## src/rtl/multi_ball_hit_controller_if.sv

```systemverilog
// Bus between the object drawers / ball movers and the multi-ball collision resolver.
// The controller takes the slave view; the drawer/mover side takes the master view.
interface multi_ball_hit_controller_if #(
   parameter int NUM_BALLS = 2,
   parameter int NUM_HOLES = 6
);
   logic                     startOfFrame;
   logic [10:0]              pixelX;
   logic [10:0]              pixelY;
   logic [NUM_BALLS-1:0]     ballDR;
   logic                     bordersDR;
   logic [NUM_HOLES-1:0]     holeDR;
   logic [NUM_BALLS*11-1:0]  ballVelX;
   logic [NUM_BALLS*11-1:0]  ballVelY;
   logic [NUM_BALLS*11-1:0]  ballVelXOut;
   logic [NUM_BALLS*11-1:0]  ballVelYOut;
   logic [NUM_BALLS-1:0]     collisionOccurred;
   logic [NUM_BALLS-1:0]     holeHit;
   logic [NUM_BALLS*3-1:0]   holeNum;
   logic                     resultValid;
   logic                     overrun;

   modport master (
      output startOfFrame, pixelX, pixelY, ballDR, bordersDR, holeDR, ballVelX, ballVelY,
      input  ballVelXOut, ballVelYOut, collisionOccurred, holeHit, holeNum, resultValid, overrun
   );

   modport slave (
      input  startOfFrame, pixelX, pixelY, ballDR, bordersDR, holeDR, ballVelX, ballVelY,
      output ballVelXOut, ballVelYOut, collisionOccurred, holeHit, holeNum, resultValid, overrun
   );
endinterface

```

## src/rtl/multi_ball_hit_controller.sv

```systemverilog
// Per-frame collision resolver: accumulates ball/border/hole/ball pixel overlaps during a frame,
// snapshots them at startOfFrame, then resolves one ball per clock into registered velocities/flags.
module multi_ball_hit_controller #(
   parameter int NUM_BALLS    = 2,
   parameter int NUM_HOLES    = 6,
   parameter int TOP_OFFSET   = 0,
   parameter int DOWN_OFFSET  = 479,
   parameter int LEFT_OFFSET  = 0,
   parameter int RIGHT_OFFSET = 639,
   parameter int EDGE         = 8
) (
   input  logic                     clk,
   input  logic                     reset,
   multi_ball_hit_controller_if.slave bus
);
   localparam logic [1:0] COLLECT = 2'd0;
   localparam logic [1:0] RESOLVE = 2'd1;
   localparam logic [1:0] DONE    = 2'd2;
   localparam int IW = (NUM_BALLS > 1) ? $clog2(NUM_BALLS) : 1;

   logic [1:0]            state;
   logic [IW-1:0]         idx;
   logic                  overrun_q;

   logic [NUM_BALLS-1:0]  bord_hit;
   logic [10:0]           bord_x    [NUM_BALLS];
   logic [10:0]           bord_y    [NUM_BALLS];
   logic [NUM_HOLES-1:0]  hole_mask [NUM_BALLS];
   logic [NUM_BALLS-1:0]  pair      [NUM_BALLS];

   logic [NUM_BALLS-1:0]  s_bord;
   logic [10:0]           s_bx      [NUM_BALLS];
   logic [10:0]           s_by      [NUM_BALLS];
   logic [NUM_HOLES-1:0]  s_hole    [NUM_BALLS];
   logic [NUM_BALLS-1:0]  s_pair    [NUM_BALLS];
   logic signed [10:0]    s_vx      [NUM_BALLS];
   logic signed [10:0]    s_vy      [NUM_BALLS];

   logic signed [10:0]    o_vx      [NUM_BALLS];
   logic signed [10:0]    o_vy      [NUM_BALLS];
   logic [2:0]            o_hn      [NUM_BALLS];
   logic [NUM_BALLS-1:0]  o_coll;
   logic [NUM_BALLS-1:0]  o_hh;

   logic signed [10:0]    r_vx, r_vy;
   logic [2:0]            r_hn;
   logic                  r_coll, r_hh, found;
   logic [IW-1:0]         partner;
   logic                  sof;

   assign sof = bus.startOfFrame;

   // |v| with -1024 saturating to +1023, so negating the result never overflows
   function automatic logic signed [10:0] sat_abs(input logic signed [10:0] v);
      if (v == 11'sh400)
         return 11'sd1023;
      else if (v < 0)
         return -v;
      else
         return v;
   endfunction

   always_comb begin
      r_vx    = s_vx[idx];
      r_vy    = s_vy[idx];
      r_hn    = '0;
      r_coll  = 1'b0;
      r_hh    = 1'b0;
      found   = 1'b0;
      partner = '0;
      if (|s_hole[idx]) begin
         r_vx   = '0;
         r_vy   = '0;
         r_hh   = 1'b1;
         r_coll = 1'b1;
         for (int unsigned h = NUM_HOLES; h > 0; h--)
            if (s_hole[idx][h-1]) r_hn = 3'(h-1);
      end else begin
         for (int unsigned j = NUM_BALLS; j > 0; j--)
            if (s_pair[idx][j-1]) begin
               partner = IW'(j-1);
               found   = 1'b1;
            end
         if (found) begin
            r_vx = s_vx[partner];
            r_vy = s_vy[partner];
         end
         if (s_bord[idx]) begin
            if (int'(s_bx[idx]) <= LEFT_OFFSET + EDGE)       r_vx = sat_abs(r_vx);
            else if (int'(s_bx[idx]) >= RIGHT_OFFSET - EDGE) r_vx = -sat_abs(r_vx);
            if (int'(s_by[idx]) <= TOP_OFFSET + EDGE)        r_vy = sat_abs(r_vy);
            else if (int'(s_by[idx]) >= DOWN_OFFSET - EDGE)  r_vy = -sat_abs(r_vy);
         end
         r_coll = found | s_bord[idx];
         if (!r_coll) begin
            r_vx = '0;
            r_vy = '0;
         end
      end
   end

   always_ff @(posedge clk) begin
      if (reset) begin
         state     <= COLLECT;
         idx       <= '0;
         overrun_q <= 1'b0;
         bord_hit  <= '0;
         s_bord    <= '0;
         o_coll    <= '0;
         o_hh      <= '0;
         for (int unsigned i = 0; i < NUM_BALLS; i++) begin
            bord_x[i] <= '0;  bord_y[i] <= '0;  hole_mask[i] <= '0;  pair[i] <= '0;
            s_bx[i]   <= '0;  s_by[i]   <= '0;  s_hole[i]    <= '0;  s_pair[i] <= '0;
            s_vx[i]   <= '0;  s_vy[i]   <= '0;
            o_vx[i]   <= '0;  o_vy[i]   <= '0;  o_hn[i]      <= '0;
         end
      end else begin
         // A startOfFrame cycle's own overlap belongs to the new frame, so it restarts the accumulators.
         for (int unsigned i = 0; i < NUM_BALLS; i++) begin
            bord_hit[i]  <= (bord_hit[i] & ~sof) | (bus.ballDR[i] & bus.bordersDR);
            if (bus.ballDR[i] && bus.bordersDR && (sof || !bord_hit[i])) begin
               bord_x[i] <= bus.pixelX;
               bord_y[i] <= bus.pixelY;
            end
            hole_mask[i] <= (sof ? '0 : hole_mask[i]) | ({NUM_HOLES{bus.ballDR[i]}} & bus.holeDR);
            for (int unsigned j = 0; j < NUM_BALLS; j++)
               if (i != j)
                  pair[i][j] <= (pair[i][j] & ~sof) | (bus.ballDR[i] & bus.ballDR[j]);
         end

         case (state)
            COLLECT: begin
               if (sof) begin
                  s_bord <= bord_hit;
                  for (int unsigned i = 0; i < NUM_BALLS; i++) begin
                     s_bx[i]   <= bord_x[i];
                     s_by[i]   <= bord_y[i];
                     s_hole[i] <= hole_mask[i];
                     s_pair[i] <= pair[i];
                     s_vx[i]   <= bus.ballVelX[i*11 +: 11];
                     s_vy[i]   <= bus.ballVelY[i*11 +: 11];
                  end
                  idx   <= '0;
                  state <= RESOLVE;
               end
            end
            RESOLVE: begin
               o_vx[idx]   <= r_vx;
               o_vy[idx]   <= r_vy;
               o_hn[idx]   <= r_hn;
               o_coll[idx] <= r_coll;
               o_hh[idx]   <= r_hh;
               if (sof) overrun_q <= 1'b1;
               if (idx == IW'(NUM_BALLS-1)) state <= DONE;
               else                         idx   <= idx + 1'b1;
            end
            default: begin
               if (sof) overrun_q <= 1'b1;
               state <= COLLECT;
            end
         endcase
      end
   end

   always_comb begin
      bus.ballVelXOut = '0;
      bus.ballVelYOut = '0;
      bus.holeNum     = '0;
      for (int unsigned i = 0; i < NUM_BALLS; i++) begin
         bus.ballVelXOut[i*11 +: 11] = o_vx[i];
         bus.ballVelYOut[i*11 +: 11] = o_vy[i];
         bus.holeNum[i*3 +: 3]       = o_hn[i];
      end
   end

   assign bus.collisionOccurred = o_coll;
   assign bus.holeHit           = o_hh;
   assign bus.resultValid       = (state == DONE);
   assign bus.overrun           = overrun_q;
endmodule

```

## src/flat_wrapper.sv

```systemverilog
// flat-port wrapper written by rule: the top's interface ports become plain ports
module multi_ball_hit_controller_flat 
#(
   parameter int NUM_BALLS    = 2,
   parameter int NUM_HOLES    = 6,
   parameter int TOP_OFFSET   = 0,
   parameter int DOWN_OFFSET  = 479,
   parameter int LEFT_OFFSET  = 0,
   parameter int RIGHT_OFFSET = 639,
   parameter int EDGE         = 8
)
  (clk, reset, bus_startOfFrame, bus_pixelX, bus_pixelY, bus_ballDR, bus_bordersDR, bus_holeDR, bus_ballVelX, bus_ballVelY, bus_ballVelXOut, bus_ballVelYOut, bus_collisionOccurred, bus_holeHit, bus_holeNum, bus_resultValid, bus_overrun);
  multi_ball_hit_controller_if #(.NUM_BALLS(NUM_BALLS), .NUM_HOLES(NUM_HOLES)) bus_i ();
  input  logic clk;
  input  logic reset;
  input wire logic [$bits(bus_i.startOfFrame)-1:0] bus_startOfFrame;
  input wire logic [$bits(bus_i.pixelX)-1:0] bus_pixelX;
  input wire logic [$bits(bus_i.pixelY)-1:0] bus_pixelY;
  input wire logic [$bits(bus_i.ballDR)-1:0] bus_ballDR;
  input wire logic [$bits(bus_i.bordersDR)-1:0] bus_bordersDR;
  input wire logic [$bits(bus_i.holeDR)-1:0] bus_holeDR;
  input wire logic [$bits(bus_i.ballVelX)-1:0] bus_ballVelX;
  input wire logic [$bits(bus_i.ballVelY)-1:0] bus_ballVelY;
  output wire logic [$bits(bus_i.ballVelXOut)-1:0] bus_ballVelXOut;
  output wire logic [$bits(bus_i.ballVelYOut)-1:0] bus_ballVelYOut;
  output wire logic [$bits(bus_i.collisionOccurred)-1:0] bus_collisionOccurred;
  output wire logic [$bits(bus_i.holeHit)-1:0] bus_holeHit;
  output wire logic [$bits(bus_i.holeNum)-1:0] bus_holeNum;
  output wire logic [$bits(bus_i.resultValid)-1:0] bus_resultValid;
  output wire logic [$bits(bus_i.overrun)-1:0] bus_overrun;
  assign bus_i.startOfFrame = bus_startOfFrame;
  assign bus_i.pixelX = bus_pixelX;
  assign bus_i.pixelY = bus_pixelY;
  assign bus_i.ballDR = bus_ballDR;
  assign bus_i.bordersDR = bus_bordersDR;
  assign bus_i.holeDR = bus_holeDR;
  assign bus_i.ballVelX = bus_ballVelX;
  assign bus_i.ballVelY = bus_ballVelY;
  assign bus_ballVelXOut = bus_i.ballVelXOut;
  assign bus_ballVelYOut = bus_i.ballVelYOut;
  assign bus_collisionOccurred = bus_i.collisionOccurred;
  assign bus_holeHit = bus_i.holeHit;
  assign bus_holeNum = bus_i.holeNum;
  assign bus_resultValid = bus_i.resultValid;
  assign bus_overrun = bus_i.overrun;
  multi_ball_hit_controller #(.NUM_BALLS(NUM_BALLS), .NUM_HOLES(NUM_HOLES), .TOP_OFFSET(TOP_OFFSET), .DOWN_OFFSET(DOWN_OFFSET), .LEFT_OFFSET(LEFT_OFFSET), .RIGHT_OFFSET(RIGHT_OFFSET), .EDGE(EDGE)) u_core (.clk(clk), .reset(reset), .bus(bus_i));
endmodule
```

## config.mk

```make
export PLATFORM = sky130hd
export DESIGN_NAME = multi_ball_hit_controller_flat
export DESIGN_NICKNAME = d
export VERILOG_FILES = /design/src/rtl/multi_ball_hit_controller_if.sv /design/src/rtl/multi_ball_hit_controller.sv /design/src/flat_wrapper.sv
export SDC_FILE = /design/constraint.sdc
export NUM_CORES = 1
export LEC_CHECK = 0
export CAP_MARGIN = 20
export CELL_PAD_IN_SITES_DETAIL_PLACEMENT = 2
export CELL_PAD_IN_SITES_GLOBAL_PLACEMENT = 2
export CORE_MARGIN = 2
export CORE_UTILIZATION = 38
export CTS_CLUSTER_SIZE = 12
export DETAILED_ROUTE_END_ITERATION = 8
export HOLD_SLACK_MARGIN = 0.1
export PLACE_DENSITY_LB_ADDON = 0.12
export SETUP_SLACK_MARGIN = 0.3
export SYNTH_ARGS = -nofsm -noshare
export SYNTH_HDL_FRONTEND = slang
export SYNTH_SLANG_ARGS = --single-unit
export TNS_END_PERCENT = 50
```

## constraint.sdc

```tcl
create_clock -name clk -period 6.1 [get_ports clk]
set_clock_uncertainty 0.15 [all_clocks]
set_input_delay 0.61 -clock clk [delete_from_list [all_inputs] [get_ports clk]]
set_output_delay 0.61 -clock clk [all_outputs]
set_load 0.005 [all_outputs]
```

After elaboration in Yosys (flattened, before gate mapping)
Memory sizes are Yosys's and may differ from the RTL's. A register that Yosys moved wholly into a read port is not among the register bits.
Index checks and enable logic that the tools add are counted.
{"block": "word_totals", "word_cells": 207, "reg_bits": 12, "ramBits": 214, "memories": 13, "out_inout_bits": 56}
{"block": "classes", "reduce_logical": 19, "bitwise": 38, "mux": 111, "n_eq_ne": 6, "add_sub_neg": 5, "n_lt_le_gt_ge": 8}
{"name": "u_core.bord_x", "words": 2, "width": 11, "read_ports": 2, "rd_ports_with_merged_regs": 0, "wr": 2, "line": "multi_ball_hit_controller.sv:26", "text": "logic [10:0] bord_x [NUM_BALLS];"}
{"name": "u_core.bord_y", "words": 2, "width": 11, "read_ports": 2, "rd_ports_with_merged_regs": 0, "wr": 2, "line": "multi_ball_hit_controller.sv:27", "text": "logic [10:0] bord_y [NUM_BALLS];"}
{"name": "u_core.o_vx", "words": 2, "width": 11, "read_ports": 2, "rd_ports_with_merged_regs": 0, "wr": 2, "line": "multi_ball_hit_controller.sv:39", "text": "logic signed [10:0] o_vx [NUM_BALLS];"}
{"name": "u_core.o_vy", "words": 2, "width": 11, "read_ports": 2, "rd_ports_with_merged_regs": 0, "wr": 2, "line": "multi_ball_hit_controller.sv:40", "text": "logic signed [10:0] o_vy [NUM_BALLS];"}
{"name": "u_core.s_bx", "words": 2, "width": 11, "read_ports": 1, "rd_ports_with_merged_regs": 1, "wr": 2, "line": "multi_ball_hit_controller.sv:32", "text": "logic [10:0] s_bx [NUM_BALLS];"}
{"name": "u_core.s_by", "words": 2, "width": 11, "read_ports": 1, "rd_ports_with_merged_regs": 1, "wr": 2, "line": "multi_ball_hit_controller.sv:33", "text": "logic [10:0] s_by [NUM_BALLS];"}
{"name": "+7 memories"}
{"op": "11-bit two-way mux", "count": 40}
{"op": "1-bit two-way mux", "count": 48}
{"op": "11-bit negation", "count": 4}
{"op": "6-bit two-way mux", "count": 6}
{"op": "1-bit OR", "count": 25}
{"op": "3-bit two-way mux", "count": 8}
{"op": "11-bit equality test, second input constant", "count": 2}
{"op": "11-bit by 4-bit <= comparator with 1-bit output, second input constant", "count": 2}
{"op": "11-bit by 1-bit less-than comparator with 1-bit output, second input constant", "count": 2}
{"op": "11-bit OR reduction", "count": 2}
{"op": "6-bit AND", "count": 2}
{"op": "6-bit OR", "count": 2}
{"op": "11-bit by 10-bit >= comparator with 1-bit output, second input constant", "count": 1}
{"op": "11-bit by 9-bit >= comparator with 1-bit output, second input constant", "count": 1}
{"op": "2-bit two-way mux", "count": 4}
{"op": "2-bit AND reduction", "count": 4}
{"op": "1-bit AND", "count": 7}
{"op": "6-bit OR reduction", "count": 1}
{"op": "1-bit logical AND", "count": 5}
{"op": "2-bit bitwise mux", "count": 2}
{"op": "2-bit case mux with 2 select lines", "count": 1}
{"op": "3-bit OR reduction", "count": 1}
{"op": "2-bit by 1-bit equality test with 1-bit output, second input constant", "count": 1}
{"op": "2-bit equality test, second input constant", "count": 1}
{"op": "12 further kinds", "count": 15}

Longest topological paths before layout
An unclocked memory read counts as a cell.
{"block": "logic_depth", "ltp_word": 20, "ltp_mapped": 20, "ltp_nobuf": 15}

Least setup slack after synthesis
OpenSTA, ideal clock, no wires.
{"block": "synth_path", "path_type": "flip-flop to flip-flop", "from": "reg with a tool-made name", "to": "mem u_core.o_vx[0][6], data pin", "required_time_ns": 5.685, "setup_ns": 0.265, "t_arrival_ns": 3.780, "slack_ns": 1.905, "path_stages_with_launch": 21, "n_path_buf": 6, "cell_sequence": "dfxtp_1 buf_6 and2_4 buf_6 nor2_8 buf_6 buf_6 mux2i_1 ha_1 or4bb_1 nor4_1 o2bb2a_1 buf_2 clkbuf_1 nor2_1 ha_1 a21boi_1 and3_1 o211a_1 o21ai_0 nor2_1"}
{"item": "to (decl)", "line": "multi_ball_hit_controller.sv:39"}

==> metrics.txt <==
# TYPE chip_impl_metric gauge
chip_impl_metric{name="cts.repair_timing.setup_buffer_count",unit=""} 0
chip_impl_metric{name="die_w",unit="µm"} 173
chip_impl_metric{name="io_buffer_count",unit=""} 133
chip_impl_metric{name="timing.final.crit_period",unit="ns"} 4.50
chip_impl_metric{name="die-height",unit="µm"} 173
chip_impl_metric{name="layout.cells.non_filler",unit=""} 1440
chip_impl_metric{name="globalRouteTotalUtil",unit=""} 0.205
chip_impl_info{name="path_cells",value="and2_4 > nor2_8 > mux2_2 > inv_1 > ha_1 > nand2b_1 > a2111oi_0 > o2bb2a_1 > buf_4 > a21oi_1 > ha_1 > a21boi_1 > and3_1 > o211a_1 > o21ai_0 > nor2_1"} 1
chip_impl_metric{name="insertion_delay",unit="ns"} 0.54
chip_impl_metric{name="drt_iter0_markers",unit=""} 406
chip_impl_metric{name="max-vdd-ir-drop",unit="µV"} 200
chip_impl_metric{name="drive_above_1_share",unit=""} 0.0819
chip_impl_info{name="cell_types_with_the_largest_area_share_after_synthesis",value="sky130_fd_sc_hd__edfxtp_1 54%, sky130_fd_sc_hd__and2_1 7.9%, sky130_fd_sc_hd__dfxtp_1 5.0%, sky130_fd_sc_hd__nor2_1 2.6%, sky130_fd_sc_hd__mux2i_1 1.9%"} 1
chip_impl_metric{name="p_leak",unit="nW"} 4.79
chip_impl_metric{name="detail_route.wl_per_cell",unit="µm"} 21.4
chip_impl_metric{name="synth.ff_latch_count",unit=""} 223
chip_impl_metric{name="core-area",unit="µm²"} 27900
chip_impl_metric{name="synth_area",unit="µm²"} 10800
chip_impl_metric{name="drt_pass_1_iters",unit=""} 4
chip_impl_info{name="clock-root-buffer",value="sky130_fd_sc_hd__clkbuf_16"} 1
chip_impl_metric{name="initial_utilization",unit=""} 0.388
chip_impl_info{name="crit_path_frequent_cell",value="sky130_fd_sc_hd__ha_1"} 1
chip_impl_metric{name="timing.max_slew.rel_slack",unit=""} 0.269
chip_impl_info{name="endpoint_kind",value="flip-flop"} 1
chip_impl_info{name="mostFrequentLayoutCell",value="sky130_fd_sc_hd__edfxtp_1"} 1
chip_impl_info{name="mostFrequentLayoutCells",value="196 x sky130_fd_sc_hd__edfxtp_1, 137 x sky130_fd_sc_hd__and2_1, 133 x sky130_fd_sc_hd__clkdlybuf4s50_1"} 1
chip_impl_metric{name="yosys_warnings",unit=""} 0
chip_impl_metric{name="grt_start_max_net_pins",unit=""} 105
chip_impl_metric{name="cts_made_buffers",unit=""} 25
chip_impl_metric{name="post-route-util",unit=""} 0.475
chip_impl_metric{name="rows",unit=""} 61
chip_impl_metric{name="synth.net_count",unit=""} 1001
chip_impl_info{name="status",value="finished, final reports clean"} 1
chip_impl_metric{name="cellPowerDensity",unit="nW/µm²"} 303
chip_impl_metric{name="nFillCells",unit=""} 2801
chip_impl_info{name="holdCritStartpoint",value="u_core.pair[0][1]"} 1
chip_impl_metric{name="tns",unit="ns"} 0
chip_impl_metric{name="timing.critical_path.fanout_max",unit=""} 28
chip_impl_metric{name="i_o_pins",unit=""} 134
chip_impl_metric{name="worstMarginPinSlew",unit="ns"} 1.08
chip_impl_metric{name="cts_num_sinks",unit=""} 223
chip_impl_metric{name="first_global_vias",unit=""} 8350
chip_impl_metric{name="cts.clk_slew.worst_paths",unit="ns"} 0.06
chip_impl_metric{name="syn-mean-instance-area",unit="µm²"} 11.8
chip_impl_metric{name="detail_route.drc_violations",unit=""} 0
chip_impl_metric{name="cts.repair.resized",unit=""} 0
chip_impl_metric{name="timing_max_transition_violations_final",unit=""} 0
chip_impl_info{name="slowest_stage",value="sky130_fd_sc_hd__nor2_8"} 1
chip_impl_metric{name="hold_violations",unit=""} 0
chip_impl_metric{name="global_route.overflow_total",unit=""} 0
chip_impl_metric{name="timing.fmax",unit="MHz"} 222
chip_impl_metric{name="worst_ep_required_time",unit="ns"} 6.21
chip_impl_metric{name="place.gp.congestion",unit=""} 0.861
chip_impl_info{name="worst_hold_path_class",value="flip-flop to flip-flop"} 1
chip_impl_info{name="setup.worst_path.start",value="u_core.s_pair[1][0]"} 1
chip_impl_info{name="cell_accounting_for_the_most_synthesized_area",value="sky130_fd_sc_hd__edfxtp_1"} 1
chip_impl_info{name="regToRegStartpoint",value="u_core.s_pair[1][0]"} 1
chip_impl_info{name="rsz0062_at_grt",value="no"} 1
chip_impl_metric{name="antenna_cells",unit=""} 0
chip_impl_metric{name="cap_viol_max_count",unit=""} 0
chip_impl_metric{name="global_route_wire_length_before_repair",unit="mm"} 48.5
chip_impl_metric{name="cts_htree_levels",unit=""} 1
chip_impl_metric{name="dpl_worst_slack",unit="ns"} 1.58
chip_impl_metric{name="critical_path_buf_inv_count",unit=""} 2
chip_impl_metric{name="finalSetupViolations",unit=""} 0
chip_impl_metric{name="synth.lib_cells_used.distinct",unit=""} 87
chip_impl_metric{name="smallest_setup_slack_after_layout",unit="ns"} 1.60
chip_impl_metric{name="post-dp-hpwl",unit="mm"} 22.2
chip_impl_metric{name="cts-hold-fix-buffers",unit=""} 0
chip_impl_metric{name="finish.net_count",unit=""} 1126
chip_impl_metric{name="fin_area",unit="µm²"} 13200
chip_impl_metric{name="worst_path_largest_cell_delay",unit="ns"} 0.46
chip_impl_metric{name="synth_top_area_frac",unit=""} 0.545
chip_impl_info{name="timing_worst_setup_path_type",value="flip-flop to flip-flop"} 1
chip_impl_metric{name="cts_max_path_buffers",unit=""} 3
chip_impl_metric{name="post-layout-total-power",unit="mW"} 4.02
chip_impl_info{name="crit_path_start_kind",value="flip-flop"} 1
chip_impl_metric{name="floorplan.die_area",unit="µm²"} 29800
chip_impl_metric{name="ys_seq_area_frac",unit=""} 0.595
chip_impl_info{name="synthFlopType",value="sky130_fd_sc_hd__edfxtp_1"} 1
chip_impl_metric{name="wirelength",unit="mm"} 30.8
chip_impl_metric{name="dpl.cell_count",unit=""} 1393
chip_impl_info{name="cts_tree",value="yes"} 1
chip_impl_metric{name="detailroute.via_count",unit=""} 7726
chip_impl_metric{name="initial_antenna_violation_count",unit=""} 0
chip_impl_metric{name="synthCells",unit=""} 919
chip_impl_metric{name="hold-worst-slack",unit="ns"} 0.318
chip_impl_metric{name="count_of_flip_flops_with_a_built_in_enable_after_synthesis",unit=""} 196
chip_impl_metric{name="areaGrowthSynthToFinish",unit="%"} 22.5
chip_impl_metric{name="arrival_time_reported_for_the_critical_path_endpoint",unit="ns"} 4.62
chip_impl_metric{name="placed_area",unit="µm²"} 12400
chip_impl_metric{name="finalCritPeriodShare",unit=""} 0.738
chip_impl_metric{name="synthArstFlopShare",unit=""} 0
chip_impl_info{name="worst_path_dominant_cell_family",value="compound AO/OA/AOI/OAI gates"} 1
chip_impl_metric{name="drt.antenna.violating_nets",unit=""} 0
chip_impl_metric{name="post_drt_via_cell_ratio",unit=""} 5.37
-- flip-flops by register name (all words and copies together) (netlist names), 6 cells and up, named ones only --
signal / flops
u_core.bord_x: 22
u_core.bord_y: 22
u_core.hole_mask: 12
u_core.o_hn: 6
u_core.o_vx: 22
u_core.o_vy: 22
u_core.s_bx: 22
u_core.s_by: 22
u_core.s_hole: 12
u_core.s_vx: 22
u_core.s_vy: 22
-- cell families after synthesis --
| family | synth area share |
|---|---|
| xor gates and xnor gates | 0.0138 |
| and+or+nand+nor | 0.209 |
| muxes | 0.0278 |
| adders and majority gates | 0.00463 |
| AOI/OAI and AO/OA | 0.121 |
| buffers and inverters | 0.0299 |
| DFF | 0.595 |
-- Yosys cell counts (all sizes together), types with 12 or more instances --
cell and count:
nor2 79, o31ai 12, nand3 25, clkbuf 27, a22oi 13, nand2 48
edfxtp 196, and2 139, dfxtp 27, o21ai 34, buf 20, nor3 18
a21oi 39, nand2b 20, mux2i 21, inv 18, a211oi 14
-- layer usage --
metal,part of all wire,track usage
met3,0.036,0.0284
met4,0.022,0.0513
met1,0.44,0.264
met5,0,0
met2,0.50,0.364
-- final timing paths --
kind | to | slack, ns | cells after the start
worst max-delay path | u_core.o_vx[0][6] | 1.60 | 16
worst min-delay path | u_core.pair[0][1] | 0.32 | 2
worst max register to register | u_core.o_vx[0][6] | 1.60 | 16
worst min register to register | u_core.pair[0][1] | 0.32 | 2
-- power by group --
| part | internal (mW) | switching (mW) |
|---|---|---|
| sequential | 1.80 | 0.0815 |
| clock | 0.783 | 0.615 |
| combinational | 0.307 | 0.432 |
| total | 2.89 | 1.13 |
-- worst register-to-register path: stages, from the launching register on --
cell	delay, ns
sky130_fd_sc_hd__edfxtp_1	0.38
sky130_fd_sc_hd__and2_4	0.26
sky130_fd_sc_hd__nor2_8	0.46
sky130_fd_sc_hd__mux2_2	0.46
sky130_fd_sc_hd__inv_1	0.07
sky130_fd_sc_hd__ha_1	0.32
sky130_fd_sc_hd__nand2b_1	0.17
sky130_fd_sc_hd__a2111oi_0	0.42
sky130_fd_sc_hd__o2bb2a_1	0.21
sky130_fd_sc_hd__buf_4	0.21
sky130_fd_sc_hd__a21oi_1	0.09
sky130_fd_sc_hd__ha_1	0.23
sky130_fd_sc_hd__a21boi_1	0.18
sky130_fd_sc_hd__and3_1	0.22
sky130_fd_sc_hd__o211a_1	0.22
sky130_fd_sc_hd__o21ai_0	0.10
sky130_fd_sc_hd__nor2_1	0.07
-- cell type report --
| cell class | count | area, µm² | share of cell area |
|---|---|---|---|
| Sequential cell | 223 | 6430 | 0.485 |
| Multi-Input combinational cell | 630 | 4070 | 0.307 |
| Timing Repair Buffer | 145 | 1460 | 0.110 |
| Clock buffer | 36 | 687 | 0.0519 |
| Tap cell | 378 | 473 | 0.0357 |
| Inverter | 19 | 72.6 | 0.00548 |
| Clock inverter | 9 | 56.3 | 0.00425 |
No activity file was read; power rests on OpenSTA's default activity.
